`src/rtl/rx_block_lock_if.sv`:
```
// Gearbox-side signal bundle for the 64b/66b block lock monitor.
// slave is the lock monitor's view, master is the gearbox/stimulus side.
interface rx_block_lock_if;
    logic [1:0] xver_rx_header;
    logic       xver_rx_gearbox_valid;
    logic       xver_rx_gearbox_slip;
    logic       o_block_lock;
    logic       o_sh_err;

    modport master (
        output xver_rx_header,
        output xver_rx_gearbox_valid,
        input  xver_rx_gearbox_slip,
        input  o_block_lock,
        input  o_sh_err
    );

    modport slave (
        input  xver_rx_header,
        input  xver_rx_gearbox_valid,
        output xver_rx_gearbox_slip,
        output o_block_lock,
        output o_sh_err
    );
endinterface

```
`src/rtl/rx_block_lock.sv`:
```
// 64b/66b block lock FSM: hunts for LOCK_COUNT good sync headers, monitors errors per window
// while locked, and requests single-cycle gearbox slips followed by a settle period.
module rx_block_lock #(
    parameter int unsigned LOCK_COUNT       = 64,
    parameter int unsigned ERR_WINDOW       = 64,
    parameter int unsigned ERR_LIMIT        = 16,
    parameter int unsigned SLIP_WAIT_CYCLES = 32
) (
    input logic            xver_rx_clk,
    input logic            i_rx_reset_n,
    rx_block_lock_if.slave rx
);

    localparam int unsigned SH_MAX = (LOCK_COUNT > ERR_WINDOW) ? LOCK_COUNT : ERR_WINDOW;
    localparam int unsigned SH_W   = $clog2(SH_MAX + 1);
    localparam int unsigned ERR_W  = $clog2(ERR_LIMIT + 1);
    localparam int unsigned WAIT_W = $clog2(SLIP_WAIT_CYCLES + 1);

    localparam logic [SH_W-1:0]   LOCK_LAST = SH_W'(LOCK_COUNT - 1);
    localparam logic [SH_W-1:0]   WIN_LAST  = SH_W'(ERR_WINDOW - 1);
    localparam logic [ERR_W-1:0]  ERR_LAST  = ERR_W'(ERR_LIMIT - 1);
    localparam logic [WAIT_W-1:0] WAIT_LAST = WAIT_W'(SLIP_WAIT_CYCLES - 1);

    typedef enum logic [1:0] {
        StHunt,
        StSlipWait,
        StLocked
    } state_e;

    state_e            state_q;
    logic [SH_W-1:0]   sh_cnt_q;
    logic [ERR_W-1:0]  err_cnt_q;
    logic [WAIT_W-1:0] wait_cnt_q;
    logic              block_lock_q;
    logic              slip_q;
    logic              sh_err_q;

    // Valid sync headers are exactly 2'b01 and 2'b10.
    logic hdr_ok;
    assign hdr_ok = rx.xver_rx_header[1] ^ rx.xver_rx_header[0];

    always_ff @(posedge xver_rx_clk or negedge i_rx_reset_n) begin
        if (!i_rx_reset_n) begin
            state_q      <= StHunt;
            sh_cnt_q     <= '0;
            err_cnt_q    <= '0;
            wait_cnt_q   <= '0;
            block_lock_q <= 1'b0;
            slip_q       <= 1'b0;
            sh_err_q     <= 1'b0;
        end else begin
            slip_q   <= 1'b0;
            sh_err_q <= 1'b0;
            unique case (state_q)
                StHunt: begin
                    if (rx.xver_rx_gearbox_valid) begin
                        if (!hdr_ok) begin
                            sh_cnt_q   <= '0;
                            slip_q     <= 1'b1;
                            sh_err_q   <= 1'b1;
                            wait_cnt_q <= '0;
                            state_q    <= StSlipWait;
                        end else if (sh_cnt_q == LOCK_LAST) begin
                            sh_cnt_q     <= '0;
                            err_cnt_q    <= '0;
                            block_lock_q <= 1'b1;
                            state_q      <= StLocked;
                        end else begin
                            sh_cnt_q <= sh_cnt_q + SH_W'(1);
                        end
                    end
                end
                StSlipWait: begin
                    // Settle time for the gearbox; headers are ignored, valid or not.
                    if (wait_cnt_q == WAIT_LAST) begin
                        wait_cnt_q <= '0;
                        state_q    <= StHunt;
                    end else begin
                        wait_cnt_q <= wait_cnt_q + WAIT_W'(1);
                    end
                end
                StLocked: begin
                    if (rx.xver_rx_gearbox_valid) begin
                        sh_err_q <= !hdr_ok;
                        // Error limit takes priority over a coincident window end.
                        if (!hdr_ok && err_cnt_q == ERR_LAST) begin
                            block_lock_q <= 1'b0;
                            slip_q       <= 1'b1;
                            sh_cnt_q     <= '0;
                            err_cnt_q    <= '0;
                            wait_cnt_q   <= '0;
                            state_q      <= StSlipWait;
                        end else if (sh_cnt_q == WIN_LAST) begin
                            sh_cnt_q  <= '0;
                            err_cnt_q <= '0;
                        end else begin
                            sh_cnt_q <= sh_cnt_q + SH_W'(1);
                            if (!hdr_ok) begin
                                err_cnt_q <= err_cnt_q + ERR_W'(1);
                            end
                        end
                    end
                end
                default: state_q <= StHunt;
            endcase
        end
    end

    assign rx.o_block_lock         = block_lock_q;
    assign rx.xver_rx_gearbox_slip = slip_q;
    assign rx.o_sh_err             = sh_err_q;

endmodule

```
`src/flat_wrapper.sv`:
```
// flat-port wrapper written by rule: the top's interface ports become plain ports
module rx_block_lock_flat 
#(
    parameter int unsigned LOCK_COUNT       = 64,
    parameter int unsigned ERR_WINDOW       = 64,
    parameter int unsigned ERR_LIMIT        = 16,
    parameter int unsigned SLIP_WAIT_CYCLES = 32
)
  (xver_rx_clk, i_rx_reset_n, rx_xver_rx_header, rx_xver_rx_gearbox_valid, rx_xver_rx_gearbox_slip, rx_o_block_lock, rx_o_sh_err);
  rx_block_lock_if rx_i ();
  input logic xver_rx_clk;
  input logic i_rx_reset_n;
  input wire logic [$bits(rx_i.xver_rx_header)-1:0] rx_xver_rx_header;
  input wire logic [$bits(rx_i.xver_rx_gearbox_valid)-1:0] rx_xver_rx_gearbox_valid;
  output wire logic [$bits(rx_i.xver_rx_gearbox_slip)-1:0] rx_xver_rx_gearbox_slip;
  output wire logic [$bits(rx_i.o_block_lock)-1:0] rx_o_block_lock;
  output wire logic [$bits(rx_i.o_sh_err)-1:0] rx_o_sh_err;
  assign rx_i.xver_rx_header = rx_xver_rx_header;
  assign rx_i.xver_rx_gearbox_valid = rx_xver_rx_gearbox_valid;
  assign rx_xver_rx_gearbox_slip = rx_i.xver_rx_gearbox_slip;
  assign rx_o_block_lock = rx_i.o_block_lock;
  assign rx_o_sh_err = rx_i.o_sh_err;
  rx_block_lock #(.LOCK_COUNT(LOCK_COUNT), .ERR_WINDOW(ERR_WINDOW), .ERR_LIMIT(ERR_LIMIT), .SLIP_WAIT_CYCLES(SLIP_WAIT_CYCLES)) u_core (.xver_rx_clk(xver_rx_clk), .i_rx_reset_n(i_rx_reset_n), .rx(rx_i));
endmodule
```
`config.mk`:
```
export PLATFORM = sky130hd
export DESIGN_NAME = rx_block_lock_flat
export DESIGN_NICKNAME = d
export VERILOG_FILES = /design/src/rtl/rx_block_lock_if.sv /design/src/rtl/rx_block_lock.sv /design/src/flat_wrapper.sv
export SDC_FILE = /design/constraint.sdc
export NUM_CORES = 1
export LEC_CHECK = 0
export ABC_CLOCK_PERIOD_IN_PS = 3300
export CAP_MARGIN = 0
export CORE_MARGIN = 4
export CORE_UTILIZATION = 25
export CTS_CLUSTER_DIAMETER = 60
export DETAILED_ROUTE_END_ITERATION = 12
export GPL_ROUTABILITY_DRIVEN = 0
export MAX_ROUTING_LAYER = met4
export PLACE_DENSITY = 0.44
export SYNTH_ARGS = -nofsm -noshare
export SYNTH_HDL_FRONTEND = slang
export SYNTH_SLANG_ARGS = --single-unit
```
`constraint.sdc`:
```
create_clock -name xver_rx_clk -period 3.3 [get_ports xver_rx_clk]
set_clock_uncertainty 0.15 [all_clocks]
set_input_delay 0.66 -clock xver_rx_clk [delete_from_list [all_inputs] [get_ports xver_rx_clk]]
set_output_delay 0.66 -clock xver_rx_clk [all_outputs]
set_load 0.01 [all_outputs]
```
; Word-level counts from Yosys, hierarchy flattened
; Cells that the tools add are included.
[totals]
mem_bits_ro = 0
out_inout_bits = 3
register_bits = 23
word_cells = 75
memories = 0
latch_bits = 0
input_bits = 5
mem_bits_rw = 0
[op_classes]
multipliers = 0
shifts = 0
div = 0
eq_ne = 14
bitwise_logic = 1
n_lt_le_gt_ge = 0
mux = 40
n_reduce_logical = 10
n_addsub = 3
[ops]
columns = cell, count
row1 = $mux 5, 7
row2 = $mux 7, 5
row3 = $mux 6, 5
row4 = $pmux 6 s3, 1
row5 = $pmux 7 s2, 1
row6 = $mux 2, 6
row7 = $reduce_and 6->1, 2
row8 = $mux 1, 10
row9 = $pmux 5 s2, 1
row10 = $reduce_and 5->1, 2
row11 = $ne 2x1->1 const B, 4
row12 = $add 7x1->7 const B, 1
row13 = $eq 7x6->1 const B, 1
row14 = $add 6x1->6 const B, 1
row15 = $eq 6x5->1 const B, 1
row16 = $ne 2x2->1 const B, 3
row17 = $pmux 1 s2, 3
row18 = $pmux 2 s3, 1
row19 = $add 5x1->5 const B, 1
row20 = $eq 5x4->1 const B, 1
row21 = $ne 4x4->1 const B, 1
row22 = $ne 3x3->1 const B, 1
row23 = $reduce_and 3->1, 1
row24 = $reduce_bool 3->1, 1
row25 = 7 further kinds, 7

; Logic depth before layout (Yosys ltp)
; Gate-level depths: netlist of run 1.
[logic_depth]
depth_word = 6
mapped_depth = 7

; Least setup slack after synthesis of run 1
; No wires, ideal clock.
[synth_path]
path_kind = input-to-reg
from = input port rx_xver_rx_header[1]
to = register u_core.err_cnt_q[2]
path_buffers = 0
cell_stages = 4
path_slack_ns = 1.195
t_arrival_ns = 1.831
t_required_ns = 3.026
cell_sequence = xnor2_1 or4_4 and2_4 a211o_1
[synth_via]
elab_chain_cells = 6
word_cells_on_any_way = 9
cone_classes = 2 x eq/ne / 3 x mux / 1 x bitwise / 3 x reduce/logical
[synth_rtl]
columns = element, line_no
row1 = from (decl), flat_wrapper.sv:13  ; input wire logic [$bits(rx_i.xver_rx_header)-1:0] rx_xver_rx_header;
row2 = $xor 1x1->1 *, rx_block_lock.sv:40  ; assign hdr_ok = rx.xver_rx_header[1] ^ rx.xver_rx_header[0];
row3 = $logic_not 1->1, -
row4 = $logic_and 1x1->1, rx_block_lock.sv:86  ; if (!hdr_ok && err_cnt_q == ERR_LAST) begin
row5 = $mux 5, rx_block_lock.sv:86
row6 = $mux 5, rx_block_lock.sv:83  ; if (rx.xver_rx_gearbox_valid) begin
row7 = $pmux 5 s2, rx_block_lock.sv:54  ; unique case (state_q)
row8 = to (signal assigned), rx_block_lock.sv:99  ; err_cnt_q <= err_cnt_q + ERR_W'(1);
row9 = to (decl), rx_block_lock.sv:32  ; logic [ERR_W-1:0] err_cnt_q;
; Every way passes the cells marked *; elsewhere a longest branch is shown, timed or not. The select of a mux whose other input is x is not followed.
; A chain may end at the register's enable or synchronous reset.

; Worst setup path in the final report of run 1
[layout_path]
from = input port rx_xver_rx_header[0]
to = register u_core.err_cnt_q[2]
; Same word-level chain as after synthesis.

==> results.py, run 1 <==
metrics = {
    "status": {
        "status": "completed",
    },
    "power_and_ir_drop": {
        "power_frac_comb_pct": 27.9,
        "sw_frac_of_total_pct": 33.46,
        "peakVddDrop_uv": 267.4,
        "internal_power_w": 0.0005314,
        "clkPwrFrac_pct": 21.5,
        "finalPower_w": 0.0007987,
        "netSwitchingPower_w": 0.0002673,
        "p_per_area_nw_per_um2": 575.1,
        "pwr-share-seq_pct": 50.6,
        "p_leak_nw": 0.6077,
    },
    "synthesis": {
        "yosysTopAreaCellShare_pct": 47.87,
        "synthCells": 123,
        "synth-seq-area-share_pct": 47.87,
        "synth_seq_cells": 23,
        "syn-num-nets": 132,
        "synth_cell_types": 40,
        "synth_top_flop_cell": "dfrtp_1",
        "yosysTopAreaCell": "dfrtp_1",
        "synth.cell_area_um2": 1202,
        "avgSynthCellArea_um2": 9.776,
        "ys_top_cells_by_area": "dfrtp_1 48%, ha_1 4.2%, nand3_1 3.3%",
        "yosysWarnings": 0,
        "synth_edf_count": 0,
        "synthArstFlopShare_pct": 100.0,
    },
    "clocking": {
        "clk_pin_slew_worst_paths_ns": 0.08,
        "cts_max_path_buffers": 2,
        "cts_resized": 0,
        "cts.sinks": 23,
        "cts_tree": "done",
        "cts_hold_buf": 0,
        "ctsHtreeMaxLevel": 1,
        "clock_latency_ns": 0.26,
        "postCtsSetupRepairBufs": 0,
        "numCtsBuffers": 3,
        "cts_root_buf": "clkbuf_8",
    },
    "setup_path": {
        "timing.rr.end": "u_core.sh_cnt_q[6]$_DFFE_PN0P_",
        "ff2ff_path_depth": 7,
        "timing_worst_setup_path_type": "input port to register",
        "arrival_ns": 2.40,
        "endpoint_kind": "register",
        "cp-start-kind": "input port",
        "critPathMaxFanout": 7,
        "reg2reg_from": "u_core.err_cnt_q[0]$_DFFE_PN0P_",
        "crit_slowest_cell": "or4_4",
        "r2r_slack_ns": 1.06,
        "slowest_delay_ns": 0.59,
        "crit_path_start": "rx_xver_rx_header[0]",
        "path_cells": "clkdlybuf4s50_1 > xnor2_1 > or4_4 > and2_4 > a211o_1",
        "required_ns": 3.30,
    },
    "timing": {
        "fmax_ghz": 0.4174,
        "rsz0062_at_grt": "no",
        "final.setup.worst_slack_ns": 0.9042,
        "setup_viol": 0,
        "setup_tns_ns": 0,
        "fin_crit_sh_pct": 72.60,
        "hold_viol": 0,
        "max_slew_margin_pct": 65.22,
        "slew_violations": 0,
        "period_needed_ns": 2.396,
        "tightest_slew_ns": 0.5180,
    },
    "worst_hold_path": {
        "hold_path.class": "register to register",
        "hp-start": "u_core.wait_cnt_q[5]$_DFFE_PN0P_",
        "min_path_cells": 1,
        "whs_endpoint": "u_core.wait_cnt_q[5]$_DFFE_PN0P_",
    },
    "placed_design": {
        "io_buffer_count": 7,
        "dp_hpwl_mm": 1.844,
        "place_area_um2": 1344,
        "dp_worst_setup_slack_ns": 0.6087,
    },
    "cells_and_area": {
        "syn_to_final_growth_pct": 15.50,
        "nets": 144,
        "nFillCells": 471,
        "drive_gt1_share_pct": 9.701,
        "utilization_pct": 30.83,
        "fin_area_um2": 1389,
        "antenna_cells": 0,
    },
    "die": {
        "dieArea_um2": 5983,
        "fp.coreArea_um2": 4504,
        "die_y_um": 77.35,
        "start_util_pct": 26.69,
        "die_w_um": 77.35,
        "io_pins": 8,
        "rows": 24,
    },
    "routing": {
        "ant_nets": 0,
        "wire_per_inst_um": 13.32,
        "wl_mm": 2.477,
        "firstDrtPassIters": 4,
        "via_per_inst": 5.043,
        "drtIter0Drc": 33,
        "drc": 0,
        "vias": 938,
    },
    "global_route": {
        "first_global_vias": 946,
        "antenna_found_initial": 0,
        "overflow": 0,
        "grt_usage_pct": 9.237,
        "grt_max_degree": 24,
        "grt_pass1_wl_mm": 4.353,
    },
    "job": {
        "maxCapViolations": 0,
    },
}
==> Yosys cell counts (2+ instances only) <==
| cell | number |
|---|---|
| dfrtp_1 | 23 |
| nand2_1 | 9 |
| nor2_1 | 9 |
| inv_1 | 8 |
| nand3_1 | 8 |
| o21ai_0 | 8 |
| a21oi_1 | 6 |
| ha_1 | 4 |
| a21o_2 | 3 |
| nand4_1 | 3 |
| nor2b_1 | 3 |
| xor2_1 | 3 |
| a211o_1 | 2 |
| a31oi_1 | 2 |
| and3_1 | 2 |
| nand2b_1 | 2 |
| nor4_1 | 2 |
| nor4b_1 | 2 |
| or3_1 | 2 |
| xnor2_1 | 2 |
==> kinds of logic (layout without fill, tap and decap cells) <==
| family | count (synthesis) | count (layout) | share of synthesized area, % |
|---|---|---|---|
| buffers and inverters | 10 | 21 | 3.225 |
| adder cells (fa/ha/maj) | 4 | 4 | 4.162 |
| AND/OR/NAND/NOR | 48 | 48 | 22.27 |
| AO/OA/AOI/OAI | 33 | 33 | 18.84 |
| flip-flops | 23 | 23 | 47.87 |
| XOR/XNOR | 5 | 5 | 3.643 |
==> power by group through the flow <==
stage	combinational (W)	clock [W]	sequential, W
2_1_floorplan	0.000177	0	0.000386
3_3_place_gp	0.000220	0	0.000409
3_5_place_dp	0.000225	0	0.000410
4_1_cts	0.000229	0.000183	0.000404
5_1_grt	0.000259	0.000198	0.000416
6_report	0.000223	0.000172	0.000404
==> through the flow <==
stage          hold WS [ns]  instances
4_1_cts              0.3338        186
3_5_place_dp         0.3242        182
2_1_floorplan        0.2144        123
3_3_place_gp         0.3072        182
6_report             0.3343        186
5_1_grt              0.3656        186
==> critical path, delay by kind of cell <==
kind / cells / cell delay, ns
AO/OA/AOI/OAI: 1 / 0.29
AND/OR/NAND/NOR: 2 / 0.76
XOR/XNOR: 1 / 0.19
buffers and inverters: 1 / 0.51
==> placed cells by master, fill, tap and decap left out, drive strengths merged, types with 4 or more instances in the layout <==
master         synthesis  final
nor2                   9      9
nand3                  8      8
a21o                   4      4
inv                    8      8
dfrtp                 23     23
nand2                  9      9
clkdlybuf4s50          0      7
o21ai                  9      9
a21oi                  6      6
ha                     4      4
clkbuf                 1      4
==> flip-flops by register name, indices dropped and copies added, names as in the netlist <==
register and count:
u_core.sh_cnt_q 7, u_core.state_q 2, u_core.rx.xver_rx_gearbox_slip 1, u_core.rx.o_block_lock 1, u_core.err_cnt_q 5, u_core.rx.o_sh_err 1, u_core.wait_cnt_q 6
==> area by class of cell <==
cell class | instances | area [µm²] | share of cell area, %
sequential | 23 | 575.6 | 41.44
tap | 52 | 65.06 | 4.685
timing repair buffer | 9 | 85.08 | 6.126
inverter | 8 | 30.03 | 2.162
clock buffer | 4 | 45.04 | 3.243
multi-input combinational | 90 | 588.1 | 42.34
==> per-layer routing <==
metal	GRT usage [%]	vias to the layer above	share of wire (%)
met5	-	-	0
li1	-	473	-
met3	2.546	5	2.9
met1	10.73	451	47
met4	3.203	0	1.3
met2	15.37	9	48
==> worst max path at each step <==
stage               cells past startpoint                               to  slack, ns
detailed placement                      5  u_core.err_cnt_q[2]$_DFFE_PN0P_       0.61
floorplan                               4  u_core.err_cnt_q[2]$_DFFE_PN0P_       1.20
global placement                        5  u_core.err_cnt_q[2]$_DFFE_PN0P_       0.66
CTS                                     5  u_core.err_cnt_q[2]$_DFFE_PN0P_       0.90
global route                            5  u_core.err_cnt_q[2]$_DFFE_PN0P_       0.82
finish                                  5  u_core.err_cnt_q[2]$_DFFE_PN0P_       0.90
Power figures use the tool's default switching activity.
==> run 2, diff against run 1 <==
--- a/config.mk
+++ b/config.mk
@@ -5,7 +5,7 @@
 export SDC_FILE = /design/constraint.sdc
 export NUM_CORES = 1
 export LEC_CHECK = 0
-export ABC_CLOCK_PERIOD_IN_PS = 3300
+export ABC_CLOCK_PERIOD_IN_PS = 1900
 export CAP_MARGIN = 0
 export CORE_MARGIN = 4
 export CORE_UTILIZATION = 25
@@ -13,7 +13,7 @@
 export DETAILED_ROUTE_END_ITERATION = 12
 export GPL_ROUTABILITY_DRIVEN = 0
 export MAX_ROUTING_LAYER = met4
-export PLACE_DENSITY = 0.44
+export PLACE_DENSITY = 0.46
 export SYNTH_ARGS = -nofsm -noshare
 export SYNTH_HDL_FRONTEND = slang
 export SYNTH_SLANG_ARGS = --single-unit
==> constraint.sdc (replaced) <==
create_clock -name xver_rx_clk -period 1.9 [get_ports xver_rx_clk]
set_clock_uncertainty 0.15 [all_clocks]
set_input_delay 0.38 -clock xver_rx_clk [delete_from_list [all_inputs] [get_ports xver_rx_clk]]
set_output_delay 0.38 -clock xver_rx_clk [all_outputs]
set_load 0.01 [all_outputs]
==> run 2 against run 1 <==
  * The flow now finishes with violations (setup timing)
  * Worst hold slack got worse by 0.023 ns
  * First-iteration DRC count down 48%
  * Cell count up 14%
  * Register-to-register slack worse by 1.2 ns
  * Die area stayed put
  * Wire length rose by 24%
  * Utilization up 7.8 points
  * Combinational power is 140% higher
  * Global-route usage grew 1.6 points
  * Critical path type is now register to register
==> results.py, run 2 (synthesized netlist as in run 1, its figures left out) <==
metrics = {
    "clocking": {
        "clock_latency_ns": 0.26,
        "cts_hold_buf": 0,
        "cts_tree": "done",
        "cts_root_buf": "clkbuf_8",
        "ctsHtreeMaxLevel": 1,
        "numCtsBuffers": 3,
        "clk_pin_slew_worst_paths_ns": 0.08,
        "cts.sinks": 23,
        "cts_max_path_buffers": 2,
    },
    "placed_design": {
        "io_buffer_count": 7,
        "dp_hpwl_mm": 2.064,
        "dp_worst_setup_slack_ns": -0.4374,
        "dp.cells": 205,
    },
    "power_and_ir_drop": {
        "netSwitchingPower_w": 0.0005343,
        "power_frac_comb_pct": 35.2,
        "sw_frac_of_total_pct": 34.40,
        "pwr-share-seq_pct": 44.8,
        "p_leak_nw": 0.7481,
        "internal_power_w": 0.001019,
        "clkPwrFrac_pct": 20.0,
        "p_per_area_nw_per_um2": 892.5,
        "peakVddDrop_uv": 491.9,
    },
    "setup_path": {
        "arrival_ns": 2.07,
        "timing_worst_setup_path_type": "register to register",
        "critPathMaxFanout": 4,
        "cp-start-kind": "register",
        "required_ns": 1.96,
        "endpoint_kind": "register",
    },
    "cells_and_area": {
        "multi_input_area_um2": 743.2,
        "largest_registers": "u_core.sh_cnt_q (7), u_core.wait_cnt_q (6), u_core.err_cnt_q (5)",
        "regMostFlops": "u_core.sh_cnt_q",
        "syn_to_final_growth_pct": 44.75,
        "drive_gt1_share_pct": 36.88,
        "nets": 170,
        "final_cell_mix": "27 x buf_4, 23 x dfrtp_1, 9 x nand2_1, 8 x inv_1",
        "antenna_cells": 0,
        "mostFrequentLayoutCell": "buf_4",
        "seqCellArea_um2": 575.6,
        "nFillCells": 463,
        "stdcell_count": 212,
        "largest_reg_flops": 7,
    },
    "timing": {
        "slew_violations": 0,
        "final.setup.worst_slack_ns": -0.1154,
        "fmax_ghz": 0.4962,
        "setup_viol": 9,
        "fin_crit_sh_pct": 106.1,
        "tightest_slew_ns": 0.3905,
        "max_slew_margin_pct": 73.94,
        "hold_viol": 0,
        "rsz0062_at_grt": "yes",
        "period_needed_ns": 2.015,
    },
    "status": {
        "violations": "setup timing",
        "status": "finished, violations left",
    },
    "routing": {
        "vias": 1067,
        "wire_per_inst_um": 14.45,
        "via_per_inst": 5.033,
        "drc": 0,
        "ant_nets": 0,
        "firstDrtPassIters": 4,
        "drtIter0Drc": 17,
        "wl_mm": 3.064,
    },
    "global_route": {
        "grt_usage_pct": 10.89,
        "overflow": 0,
        "grt_max_degree": 24,
        "first_global_vias": 1142,
        "antenna_found_initial": 0,
        "grt_pass1_wl_mm": 5.133,
    },
    "worst_hold_path": {
        "hold_path.class": "input port to async pin",
    },
    "die": {
        "die_w_um": 77.35,
        "dieArea_um2": 5983,
        "rows": 24,
        "die_y_um": 77.35,
        "start_util_pct": 26.69,
        "fp.coreArea_um2": 4504,
        "io_pins": 8,
    },
    "job": {
        "maxCapViolations": 0,
    },
}
-- run 2: power groups by stage --
stage | registers (W) | clock network (W) | logic, W
2_1_floorplan | 0.000673 | 0 | 0.000309
3_3_place_gp | 0.000700 | 0 | 0.000470
3_5_place_dp | 0.000701 | 0 | 0.000489
4_1_cts | 0.000694 | 0.000325 | 0.000516
5_1_grt | 0.000714 | 0.000343 | 0.000623
6_report | 0.000697 | 0.000310 | 0.000546
-- run 2: through the flow --
| stage | total power [W] | hold WS, ns | cell area, µm² | utilization (%) | setup TNS (ns) |
|---|---|---|---|---|---|
| 4_1_cts | 0.001535 | 0.3196 | 1645 | 36.53 | -0.4232 |
| 3_3_place_gp | 0.001170 | 0.3159 | 1541 | 34.22 | -4.766 |
| 6_report | 0.001553 | 0.3117 | 1740 | 38.64 | -0.4839 |
| 3_5_place_dp | 0.001190 | 0.3188 | 1541 | 34.22 | -5.217 |
| 2_1_floorplan | 0.0009820 | -0.06559 | 1227 | - | -0.1481 |
| 5_1_grt | 0.001680 | 0.3481 | 1740 | 38.64 | -1.608 |
-- run 2: layout make-up --
cell class	instances	share of cell area (%)
Clock buffer	4	2.588
Inverter	8	1.725
Multi-Input combinational cell	90	42.70
Sequential cell	23	33.07
Tap cell	52	3.738
Timing Repair Buffer	35	16.18
-- run 2: critical path, cell delays in order, from the launching register on --
cell     delay (ns)
dfrtp_1        0.39
ha_2           0.19
and3_4         0.18
ha_4           0.16
buf_4          0.15
a211o_4        0.37
nor4b_4        0.23
a211o_1        0.13
-- run 2: worst paths after layout --
| check | from | to | cells after the start | slack, ns |
|---|---|---|---|---|
| hold reg to reg | u_core.wait_cnt_q[5]$_DFFE_PN0P_ | u_core.wait_cnt_q[5]$_DFFE_PN0P_ | 1 | 0.33 |
| setup reg to reg | u_core.err_cnt_q[1]$_DFFE_PN0P_ | u_core.err_cnt_q[2]$_DFFE_PN0P_ | 7 | -0.12 |
| setup / recovery | u_core.err_cnt_q[1]$_DFFE_PN0P_ | u_core.err_cnt_q[2]$_DFFE_PN0P_ | 7 | -0.12 |
| max in group asynchronous | i_rx_reset_n | u_core.state_q[1]$_DFFE_PN0P_ | 2 | 1.06 |
| min in group xver_rx_clk | u_core.wait_cnt_q[5]$_DFFE_PN0P_ | u_core.wait_cnt_q[5]$_DFFE_PN0P_ | 1 | 0.33 |
| hold / removal | i_rx_reset_n | u_core.rx.xver_rx_gearbox_slip$_DFF_PN0_ | 2 | 0.31 |
-- run 2: timing repair --
action,CTS,global route
resized for setup,13,18
pin swaps,3,5
endpoints found under the setup margin,16,18
buffers inserted,2,1
-- run 2: per-layer routing --
layer  GRT usage (%)  vias to the layer above  part of all wire (%)
li1                -                      522                     -
met2           18.91                        8                    54
met4           2.491                        0                  0.62
met5               -                        -                     0
met3           2.894                        2                   2.5
met1           12.58                      535                    43
==> run 3, diff against run 2 <==
--- a/config.mk
+++ b/config.mk
@@ -5,7 +5,7 @@
 export SDC_FILE = /design/constraint.sdc
 export NUM_CORES = 1
 export LEC_CHECK = 0
-export ABC_CLOCK_PERIOD_IN_PS = 1900
+export ABC_CLOCK_PERIOD_IN_PS = 2550
 export CAP_MARGIN = 0
 export CORE_MARGIN = 4
 export CORE_UTILIZATION = 25
@@ -13,7 +13,8 @@
 export DETAILED_ROUTE_END_ITERATION = 12
 export GPL_ROUTABILITY_DRIVEN = 0
 export MAX_ROUTING_LAYER = met4
-export PLACE_DENSITY = 0.46
+export PLACE_DENSITY = 0.44
+export SKIP_CTS_REPAIR_TIMING = 1
 export SYNTH_ARGS = -nofsm -noshare
 export SYNTH_HDL_FRONTEND = slang
 export SYNTH_SLANG_ARGS = --single-unit
==> constraint.sdc (replaced) <==
create_clock -name xver_rx_clk -period 2.55 [get_ports xver_rx_clk]
set_clock_uncertainty 0.15 [all_clocks]
set_input_delay 0.51 -clock xver_rx_clk [delete_from_list [all_inputs] [get_ports xver_rx_clk]]
set_output_delay 0.51 -clock xver_rx_clk [all_outputs]
set_load 0.01 [all_outputs]
==> run 3 against run 2 <==
  * The run now ends clean
  * Clock power shrank 28%
  * Worst hold slack gained 0.021 ns
  * Global-route usage shrank 2.2 points
  * Critical endpoint is now u_core.sh_cnt_q[6]$_DFFE_PN0P_
  * Register-to-register slack gained 0.41 ns
  * Cell count shrank 11%
==> results.py, run 3 (synthesized netlist as in run 1, its figures left out) <==
metrics = {
    "worst_hold_path": {
        "hp-start": "u_core.wait_cnt_q[5]$_DFFE_PN0P_",
        "hold_path.class": "register to register",
        "min_path_cells": 1,
        "whs_endpoint": "u_core.wait_cnt_q[5]$_DFFE_PN0P_",
    },
    "global_route": {
        "first_global_vias": 851,
        "grt_max_degree": 24,
        "grt_pass1_wl_mm": 4.091,
        "grt_usage_pct": 8.720,
        "overflow": 0,
        "antenna_found_initial": 0,
    },
    "die": {
        "io_pins": 8,
        "die_y_um": 77.35,
        "die_w_um": 77.35,
        "dieArea_um2": 5983,
        "start_util_pct": 26.69,
        "fp.coreArea_um2": 4504,
        "rows": 24,
    },
    "cells_and_area": {
        "syn_to_final_growth_pct": 16.75,
        "final_cell_mix": "23 x dfrtp_1, 9 x nor2_1, 9 x nand2_1",
        "regMostFlops": "u_core.sh_cnt_q",
        "nets": 146,
        "stdcell_count": 188,
        "mostFrequentLayoutCell": "dfrtp_1",
        "fin_area_um2": 1404,
        "antenna_cells": 0,
        "drive_gt1_share_pct": 11.03,
        "largest_registers": "u_core.sh_cnt_q (7), u_core.wait_cnt_q (6), u_core.err_cnt_q (5)",
        "largest_reg_flops": 7,
    },
    "routing": {
        "ant_nets": 0,
        "vias": 912,
        "via_per_inst": 4.851,
        "wire_per_inst_um": 12.71,
        "drtIter0Drc": 18,
        "drc": 0,
        "firstDrtPassIters": 4,
        "wl_mm": 2.389,
    },
    "timing": {
        "setup_tns_ns": 0,
        "setup_viol": 0,
        "fmax_ghz": 0.4430,
        "fin_crit_sh_pct": 88.53,
        "max_slew_margin_pct": 65.55,
        "slew_violations": 0,
        "tightest_slew_ns": 0.5113,
        "period_needed_ns": 2.257,
        "hold_viol": 0,
        "rsz0062_at_grt": "no",
    },
    "status": {
        "status": "completed",
    },
    "job": {
        "maxCapViolations": 0,
    },
    "setup_path": {
        "slowest_delay_ns": 0.41,
        "crit_top_cell": "ha_1",
        "timing_worst_setup_path_type": "register to register",
        "ff2ff_path_depth": 7,
        "required_ns": 2.58,
        "endpoint_kind": "register",
        "crit_buf_inv": 0,
        "path_cells": "ha_1 > and3_1 > ha_1 > nand2b_1 > o21ai_1 > o21ai_0 > a21boi_0",
        "cp_top_family": "compound AO/OA/AOI/OAI gates",
        "reg2reg_from": "u_core.err_cnt_q[0]$_DFFE_PN0P_",
        "cp-start-kind": "register",
        "timing.rr.end": "u_core.sh_cnt_q[6]$_DFFE_PN0P_",
        "crit_slowest_cell": "dfrtp_1",
        "r2r_slack_ns": 0.29,
        "arrival_ns": 2.29,
        "critPathMaxFanout": 7,
    },
    "power_and_ir_drop": {
        "netSwitchingPower_w": 0.0003474,
        "sw_frac_of_total_pct": 33.52,
        "power_frac_comb_pct": 28.0,
        "clkPwrFrac_pct": 21.5,
        "p_per_area_nw_per_um2": 738.1,
        "p_leak_nw": 0.6167,
        "peakVddDrop_uv": 279.1,
        "pwr-share-seq_pct": 50.5,
        "internal_power_w": 0.0006888,
    },
    "clocking": {
        "ctsHtreeMaxLevel": 1,
        "cts_tree": "done",
        "cts_root_buf": "clkbuf_8",
        "clk_pin_slew_worst_paths_ns": 0.08,
        "cts_max_path_buffers": 2,
        "cts.sinks": 23,
        "clock_latency_ns": 0.26,
        "numCtsBuffers": 3,
    },
    "placed_design": {
        "place_area_um2": 1359,
        "dp.cells": 184,
        "io_buffer_count": 7,
        "dp_hpwl_mm": 1.802,
    },
}
## run 3: cell count changes in the layout (fill, tap and decap cells not counted), sizes merged
| cell | delta |
|---|---|
| dlygate4sd2 | -2 |
| clkdlybuf4s50 | +2 |
| buf | -24 |
## run 3: worst reg2reg max path, delay by kind of cell, from the launching register on
kind,cells,cell delay [ns]
simple gates,2,0.38
compound gates,3,0.77
flops,1,0.41
fa+ha+maj,2,0.47
## run 3: metal layers
layer	track usage (%)	vias up	wire length [µm]
met5	-	-	0
met4	1.601	0	15
met3	2.546	2	73
met2	14.16	7	1117
met1	10.91	428	1183
li1	-	475	-
## run 3: cell type report
class / instances / area (µm²)
Sequential cell: 23 / 575.6
Multi-Input combinational cell: 90 / 588.1
Fill cell: 472 / 3100
Timing Repair Buffer: 11 / 100.1
Inverter: 8 / 30.03
Clock buffer: 4 / 45.04
Tap cell: 52 / 65.06
## run 3: per-stage QoR
step / setup slack (ns) / util, % / power [W] / hold slack, ns
2_1_floorplan: 0.5386 / - / 0.0007286 / 0.06441
3_3_place_gp: 0.1175 / 30.17 / 0.0008181 / 0.3167
3_5_place_dp: 0.09757 / 30.17 / 0.0008238 / 0.3183
4_1_cts: 0.2695 / 31.17 / 0.001054 / 0.3299
5_1_grt: 0.05691 / 31.17 / 0.001130 / 0.3492
6_report: 0.2925 / 31.17 / 0.001036 / 0.3329
## run 3: how the worst max path moves through the flow
stage,start,slack [ns],endpoint,cells past startpoint
final,u_core.err_cnt_q[0]$_DFFE_PN0P_,0.29,u_core.sh_cnt_q[6]$_DFFE_PN0P_,7
after global placement,rx_xver_rx_gearbox_valid,0.12,u_core.err_cnt_q[2]$_DFFE_PN0P_,5
after detailed placement,rx_xver_rx_gearbox_valid,0.1,u_core.err_cnt_q[2]$_DFFE_PN0P_,5
after floorplan,u_core.err_cnt_q[0]$_DFFE_PN0P_,0.54,u_core.wait_cnt_q[4]$_DFFE_PN0P_,7
after CTS,u_core.err_cnt_q[0]$_DFFE_PN0P_,0.27,u_core.sh_cnt_q[6]$_DFFE_PN0P_,7
after global routing,u_core.err_cnt_q[0]$_DFFE_PN0P_,0.06,u_core.sh_cnt_q[6]$_DFFE_PN0P_,7
## run 3: power by group through the flow
stage | registers, W | clock network (W) | logic (W)
2_1_floorplan | 0.000500 | 0 | 0.000229
3_3_place_gp | 0.000529 | 0 | 0.000289
3_5_place_dp | 0.000529 | 0 | 0.000295
4_1_cts | 0.000522 | 0.000235 | 0.000296
5_1_grt | 0.000537 | 0.000255 | 0.000338
6_report | 0.000524 | 0.000222 | 0.000290
